**src/rtl/sentinel_auth_fsm.sv**
```systemverilog
// Access-verification sequencer: captures a presented code, checks it against a
// fixed key and drives timed grant/deny/lockout indications with failure counting.
module sentinel_auth_fsm #(
  parameter int                   KEY_WIDTH      = 8,
  parameter logic [KEY_WIDTH-1:0] KEY_VALUE      = 8'hA5,
  parameter int                   MAX_ATTEMPTS   = 3,
  parameter int                   GRANT_CYCLES   = 16,
  parameter int                   LOCKOUT_CYCLES = 1024
) (
  input  logic                 clk,
  input  logic                 rst_n,
  input  logic                 ena,
  input  logic [KEY_WIDTH-1:0] code_in,
  input  logic                 code_valid,
  input  logic                 clear,
  output logic                 granted,
  output logic                 denied,
  output logic                 locked,
  output logic                 busy,
  output logic [2:0]           fail_count,
  output logic [2:0]           state
);

  localparam int MAX_CYC = (GRANT_CYCLES > LOCKOUT_CYCLES) ? GRANT_CYCLES : LOCKOUT_CYCLES;
  localparam int TW      = (MAX_CYC > 1) ? $clog2(MAX_CYC) : 1;
  localparam logic [TW-1:0] GRANT_LOAD = TW'(GRANT_CYCLES - 1);
  localparam logic [TW-1:0] LOCK_LOAD  = TW'(LOCKOUT_CYCLES - 1);
  localparam logic [3:0]    MAX_A      = 4'(MAX_ATTEMPTS);

  typedef enum logic [2:0] {
    S_IDLE    = 3'd0,
    S_CHECK   = 3'd1,
    S_GRANTED = 3'd2,
    S_DENIED  = 3'd3,
    S_LOCKOUT = 3'd4
  } state_t;

  state_t               r_state;
  logic [KEY_WIDTH-1:0] r_capture;
  logic [TW-1:0]        r_timer;
  logic [2:0]           r_fail_count;
  logic                 r_granted;
  logic                 r_denied;
  logic                 r_locked;
  logic                 r_busy;
  logic                 w_last_attempt;

  assign w_last_attempt = (({1'b0, r_fail_count} + 4'd1) == MAX_A);

  // Indications are registered alongside each state change so outputs never see inputs.
  always_ff @(posedge clk or negedge rst_n) begin
    if (!rst_n) begin
      r_state      <= S_IDLE;
      r_capture    <= '0;
      r_timer      <= '0;
      r_fail_count <= '0;
      r_granted    <= 1'b0;
      r_denied     <= 1'b0;
      r_locked     <= 1'b0;
      r_busy       <= 1'b0;
    end else if (ena) begin
      case (r_state)
        S_IDLE: begin
          if (clear) begin
            r_fail_count <= '0;
          end else if (code_valid) begin
            r_capture <= code_in;
            r_state   <= S_CHECK;
            r_busy    <= 1'b1;
          end
        end
        S_CHECK: begin
          if (r_capture == KEY_VALUE) begin
            r_fail_count <= '0;
            r_timer      <= GRANT_LOAD;
            r_state      <= S_GRANTED;
            r_granted    <= 1'b1;
          end else if (w_last_attempt) begin
            r_fail_count <= r_fail_count + 3'd1;
            r_timer      <= LOCK_LOAD;
            r_state      <= S_LOCKOUT;
            r_locked     <= 1'b1;
          end else begin
            r_fail_count <= r_fail_count + 3'd1;
            r_timer      <= GRANT_LOAD;
            r_state      <= S_DENIED;
            r_denied     <= 1'b1;
          end
        end
        S_GRANTED, S_DENIED, S_LOCKOUT: begin
          // Timer is loaded with count-1, so zero marks the last indication cycle.
          if (r_timer == '0) begin
            r_state   <= S_IDLE;
            r_granted <= 1'b0;
            r_denied  <= 1'b0;
            r_locked  <= 1'b0;
            r_busy    <= 1'b0;
            if (r_state == S_LOCKOUT) begin
              r_fail_count <= '0;
            end
          end else begin
            r_timer <= r_timer - 1'b1;
          end
        end
        default: begin
          r_state   <= S_IDLE;
          r_granted <= 1'b0;
          r_denied  <= 1'b0;
          r_locked  <= 1'b0;
          r_busy    <= 1'b0;
        end
      endcase
    end
  end

  assign granted    = r_granted;
  assign denied     = r_denied;
  assign locked     = r_locked;
  assign busy       = r_busy;
  assign fail_count = r_fail_count;
  assign state      = r_state;

endmodule
```
**config.mk**
```make
export PLATFORM = sky130hd
export DESIGN_NAME = sentinel_auth_fsm
export DESIGN_NICKNAME = d
export VERILOG_FILES = /design/src/rtl/sentinel_auth_fsm.sv
export SDC_FILE = /design/constraint.sdc
export NUM_CORES = 1
export LEC_CHECK = 0
export ABC_AREA = 1
export CELL_PAD_IN_SITES_DETAIL_PLACEMENT = 1
export CELL_PAD_IN_SITES_GLOBAL_PLACEMENT = 1
export CORE_ASPECT_RATIO = 0.6
export CORE_MARGIN = 2
export CORE_UTILIZATION = 40
export CTS_CLUSTER_SIZE = 24
export DETAILED_ROUTE_END_ITERATION = 10
export GPL_ROUTABILITY_DRIVEN = 0
export PLACE_DENSITY = 0.87
export REMOVE_ABC_BUFFERS = 1
export SETUP_SLACK_MARGIN = 0.15
export SLEW_MARGIN = 40
export SYNTH_ARGS = -nofsm -noshare
export SYNTH_HDL_FRONTEND = slang
export SYNTH_SLANG_ARGS = --single-unit
```
**constraint.sdc**
```tcl
create_clock -name clk -period 1.7 [get_ports clk]
set_input_delay 0.34 -clock clk [delete_from_list [all_inputs] [get_ports clk]]
set_output_delay 0.34 -clock clk [all_outputs]
set_load 0.02 [all_outputs]
```
### Word level (Yosys, flattened, before mapping)

Index checks and enable logic that the tools add are counted.

| storage, ports and cells | value |
|---|---|
| register bits | 28 |
| input port bits | 13 |
| output and inout port bits | 10 |
| word-level logic and storage cells | 70 |

| cells by class | value |
|---|---|
| $add $sub $neg | 3 |
| equality and inequality tests | 16 |
| mux-type cells | 27 |
| bitwise logic cells | 3 |
| reduce and logical (&&, ||, !) cells | 13 |

Operator list:

| cell | number |
|---|---|
| 10-bit 2-to-1 mux | 3 |
| 3-bit 2-to-1 mux | 9 |
| 2-bit != test, second input constant | 10 |
| 10-bit one-hot mux with 2 select lines | 1 |
| 5-bit AND reduction | 4 |
| 3-bit one-hot mux with 3 select lines | 2 |
| 1-bit one-hot mux with 3 select lines | 4 |
| 4-bit AND reduction | 3 |
| 10-bit logical NOT | 1 |
| 10-bit by 1-bit subtractor with 10-bit output, second input constant | 1 |
| 8-bit == test, second input constant | 1 |
| 1-bit 2-to-1 mux | 8 |
| 3-bit by 2-bit == test with 1-bit output, second input constant | 2 |
| 3-bit by 1-bit adder with 4-bit output, second input constant | 1 |
| 4-bit by 2-bit == test with 1-bit output, second input constant | 1 |
| 3-bit by 1-bit adder with 3-bit output, second input constant | 1 |
| 3-bit by 1-bit == test with 1-bit output, second input constant | 1 |
| 3-bit == test, second input constant | 1 |
| 3-bit logical NOT | 1 |
| 1-bit inverter | 3 |
| 3-bit AND reduction | 1 |
| 3-bit nonzero test | 1 |
| 3-bit OR reduction | 1 |
| 2-bit nonzero test | 1 |

### Longest topological paths before layout

Gate-level depths: netlist of the first run.

| logic depth | value |
|---|---|
| depth in word-level cells | 5 |
| mapped depth | 11 |
| gate-level depth less buffers | 11 |

### Least setup slack after synthesis of the first run

No wires, ideal clock.

| timing path | value |
|---|---|
| kind | register -> register |
| start point | reg r_timer[0] |
| end point | reg r_timer[2] |
| library setup time | 0.065 ns |
| arrival | 1.436 ns |
| required time | 1.635 ns |
| setup slack | 0.199 ns |
| stages on the path, launching flop included | 12 |
| buffers on the path | 1 |
| clock period less this slack | 1.501 ns |
| cells stage by stage | dfrtp_1 -> inv_1 -> ha_1 -> nand2_1 -> nor2_4 -> nand3_2 -> nand2_8 -> nand2_4 -> nand2_4 -> buf_8 -> nand2_1 -> nand2_1 |

| between the ends | value |
|---|---|
| longest elaborated chain between the ends | 3 |
| elaborated cells between the ends (all ways) | 6 |
| those cells by class | 1 x add/sub; 1 x eq/ne; 2 x mux; 2 x reduce/logical |

RTL lines:

| item | line | source |
|---|---|---|
| from (decl) | 40 | `logic [TW-1:0] r_timer;` |
| from (signal assigned) | 102 | `r_timer <= r_timer - 1'b1;` |
| 10-bit by 1-bit subtractor with 10-bit output / 10-bit logical NOT (equally long branches) | 102, 92 |  |
| 10-bit 2-to-1 mux / 2-bit != test (equally long branches) | - |  |
| 10-bit one-hot mux with 2 select lines / 3-bit AND reduction (equally long branches) | - |  |

Parallel ways exist; a longest one is shown, timed or not. The select of a mux whose other input is x is not followed.
A chain may end at the register's enable or synchronous reset.

### Worst setup path in the final report of the first run

| timing path | value |
|---|---|
| start point | reg r_state[2] (netlist: state[2]) |
| end point | reg r_locked (netlist: locked) |

| between the ends | value |
|---|---|
| longest elaborated chain between the ends | 4 |
| elaborated cells between the ends (all ways) | 12 |
| those cells by class | 7 x eq/ne; 1 x mux; 1 x bitwise; 3 x reduce/logical |

RTL lines:

| item | line | source |
|---|---|---|
| from (decl) | 38 | `state_t r_state;` |
| from (signal assigned) | 53 | `r_state <= S_IDLE;` |
| from (signal assigned) | 68 | `r_state <= S_CHECK;` |
| from (signal assigned) | 76 | `r_state <= S_GRANTED;` |
| 3-bit == test / 3-bit by 2-bit == test with 1-bit output (equally long branches) | 62 | `case (r_state)` |
| 3-bit OR reduction | 62 |  |
| 2-bit != test (no line) | - |  |
| 5-bit AND reduction (no line) | - |  |
| to (signal assigned) | 59 | `r_locked <= 1'b0;` |
| to (signal assigned) | 82 | `r_locked <= 1'b1;` |
| to (signal assigned) | 96 | `r_locked <= 1'b0;` |
| to (decl) | 44 | `logic r_locked;` |

Parallel ways exist; a longest one is shown, timed or not.

==> results.py, run 1 <==
metrics = {
    "power_and_ir_drop": {
        "ir_drop_mv": 0.849,
        "p_leak_nw": 1.13,
        "total_power_w": 0.00416,
        "power_density_nw_per_um2": 1820,
    },
    "floorplan": {
        "die_height_um": 54.6,
        "rows": 18,
        "pin_count": 23,
        "die_area_um2": 4820,
        "dieWidth_um": 88.3,
        "core_um2": 4100,
        "start_util_pct": 41.6,
    },
    "timing": {
        "drv_slew": 0,
        "setup_violations": 0,
        "layout_min_cycle_time_ns": 1.62,
        "slew_headroom_pct": 74.7,
        "max_freq_ghz": 0.616,
        "fin_crit_sh_pct": 95.5,
        "fin_skew_ns": 0.00486,
        "whs_ns": 0.441,
        "worst_pin_slew_ns": 0.380,
        "rsz0062_at_grt": "yes",
        "hold_viol": 0,
    },
    "route": {
        "wl_per_cell_um": 16.3,
        "routed_wirelength_mm": 5.27,
        "drt_iter0_drc": 47,
        "postRouteAntennaNets": 0,
        "vias_per_cell": 4.95,
        "drc": 0,
        "via_count": 1604,
        "drt-pass1-iter-count": 4,
    },
    "finish": {
        "drive_above_1_share_pct": 27.3,
        "fillers": 525,
        "final_nets": 281,
        "synthToLayoutAreaGrowth_pct": 34.1,
        "antennaDiodeCount": 0,
        "fin_cells": 324,
    },
    "critical_path": {
        "crit_start": "state[2]",
        "end_kind": "register",
        "crit_path_frequent_cell": "nor2_4",
        "crit_chain": "nor2_4 > inv_4 > nor2_4 > inv_2 > o21ai_0 > o21bai_1 > nand2_2",
        "crit_family": "flip-flops",
        "path_buf_inv": 2,
        "cp-start-kind": "register",
        "critPathKind": "register to register",
        "cp_max_fo": 5,
        "critical_path_arrival_ns": 1.86,
        "cp_data_required_time_ns": 1.94,
        "timing.rr.start": "state[2]",
        "critPathMaxStageDelay_ns": 0.50,
        "slowest_stage": "dfrtp_1",
    },
    "global_route": {
        "antenna_found_initial": 0,
        "grt_pass1_vias": 1583,
        "grt_max_degree": 29,
        "grt_use_total_pct": 22.1,
        "grt_pass1_wl_mm": 7.85,
        "gr-total-overflow": 0,
    },
    "yosys": {
        "netlist_area_um2": 1710,
        "netlist.area_leader.share_pct": 41.1,
        "yosys_warnings": 0,
        "synth_edf_count": 0,
        "yosys-top-cells-count": "72 x nand2_1, 28 x dfrtp_1, 22 x nor2_1",
        "ys_types": 28,
        "synth.avg_cell_area_um2": 7.68,
        "ys_seq_area_share_pct": 41.1,
        "synthArstFlopShare_pct": 100,
        "synth.most_common_cell": "nand2_1",
        "synth_ff_type": "dfrtp_1",
        "synth_area_leaders": "dfrtp_1 41%, nand2_1 16%, nor2_1 4.8%",
        "yosysTopAreaCell": "dfrtp_1",
        "synth_seq_cells": 28,
        "netlist_instances": 222,
    },
    "cts": {
        "htreeDepth": 1,
        "clk_latency_ns": 0.29,
        "cts_tree": "built",
        "clk_transition_reported_paths_ns": 0.10,
        "numCtsBuffers": 3,
        "cts-root-buf": "clkbuf_8",
        "cts_sinks": 28,
        "clk_path_buf_depth": 2,
    },
    "placed_design": {
        "io_buffers": 22,
        "dpl.hpwl_mm": 3.25,
        "dp_cells": 308,
    },
    "job": {
        "cap_violations": 0,
    },
    "status": {
        "status": "completed",
    },
    "min_path": {
        "min_path_type": "primary input to asynchronous set/reset pin",
    },
}
[final timing paths]
check	depth (start not counted)	slack, ns	to
max	7	0.08	locked
min	2	0.44	r_timer[8]
max reg2reg	7	0.08	locked
min reg2reg	2	0.50	r_capture[0]
max in group asynchronous	2	0.96	state[0]
min in group clk	2	0.50	r_capture[0]
[power breakdown]
part / switching (W) / internal (W)
registers: 0.000279 / 0.000952
clock network: 0.000225 / 0.000208
logic: 0.00155 / 0.000948
total: 0.00205 / 0.00211
[kinds of logic (layout without fill, tap and decap cells)]
| family | Yosys count | count (layout) | share of synthesized area, % |
|---|---|---|---|
| buf+inv | 32 | 73 | 8.58 |
| fa+ha+maj | 3 | 3 | 2.20 |
| xor+xnor | 2 | 2 | 1.03 |
| flops | 28 | 28 | 41.1 |
| compound gates | 33 | 33 | 11.4 |
| simple gates | 124 | 125 | 35.7 |
[through the flow]
stage / setup TNS (ns) / setup WS [ns] / utilization (%) / cell area [um2]
after floorplan: 0 / 0.146 / - / 1680
after global placement: 0 / 0.0814 / 49.3 / 2020
after detailed placement: 0 / 0.0154 / 49.3 / 2020
after CTS: 0 / 0.132 / 53.3 / 2180
after global routing: -0.0355 / -0.0355 / 55.8 / 2290
final: 0 / 0.0771 / 55.8 / 2290
[final cells by class]
| class | count | area [um2] | area share, % |
|---|---|---|---|
| clock buffers | 4 | 55.1 | 2.41 |
| inverters | 30 | 128 | 5.58 |
| well taps | 60 | 75.1 | 3.28 |
| repair buffers | 39 | 352 | 15.4 |
| multi-input cells | 163 | 975 | 42.6 |
| flip-flops and latches | 28 | 703 | 30.7 |
[cell usage in the layout (no fill, tap or decap), drive strengths merged]
cell type	Yosys	layout
inv	30	30
nor2	29	29
or2	1	1
o21ai	21	21
nand2	78	79
nand3	14	14
dlygate4sd2	0	10
a21oi	9	9
o21bai	3	3
nand3b	1	1
buf	2	17
ha	3	3
dfrtp	28	28
xor2	1	1
clkdlybuf4s50	0	12
nand4	1	1
clkbuf	0	4
xnor2	1	1
[repair_timing]
item                                    4_1_cts  5_1_grt
setup buffers                                 8        3
hold buffers                                  0        0
resized for setup                            19       28
cloned                                        1        0
endpoints found under the setup margin       30       27
pin swaps                                     7       20
[sequential cells by signal, indices dropped and copies added, names as in the netlist]
name / cells
fail_count: 3
locked: 1
denied: 1
granted: 1
r_timer: 10
r_capture: 8
busy: 1
state: 3
[per-layer routing]
metal | up-vias | part of all wire, % | routed length, um | track usage, %
met5 | - | 0 | 0 | 0
met4 | 0 | 0.82 | 43 | 3.79
met3 | 5 | 3.0 | 157 | 4.07
met2 | 23 | 46 | 2420 | 35.0
met1 | 784 | 50 | 2650 | 32.0
li1 | 792 | - | - | -
[worst register-to-register path: stages (launching register included)]
cell and delay [ns]:
dfrtp_1 0.50, nor2_4 0.19, inv_4 0.08, nor2_4 0.15, inv_2 0.10, o21ai_0 0.31, o21bai_1 0.17, nand2_2 0.08
Note: power is estimated with default switching activity, not from simulation.
==> inputs of run 2 (changes only) <==
- ABC_CLOCK_PERIOD_IN_PS: unset -> 1700
==> results of run 2 <==
Final layout, timing and power as in run 1 (identical DEF).
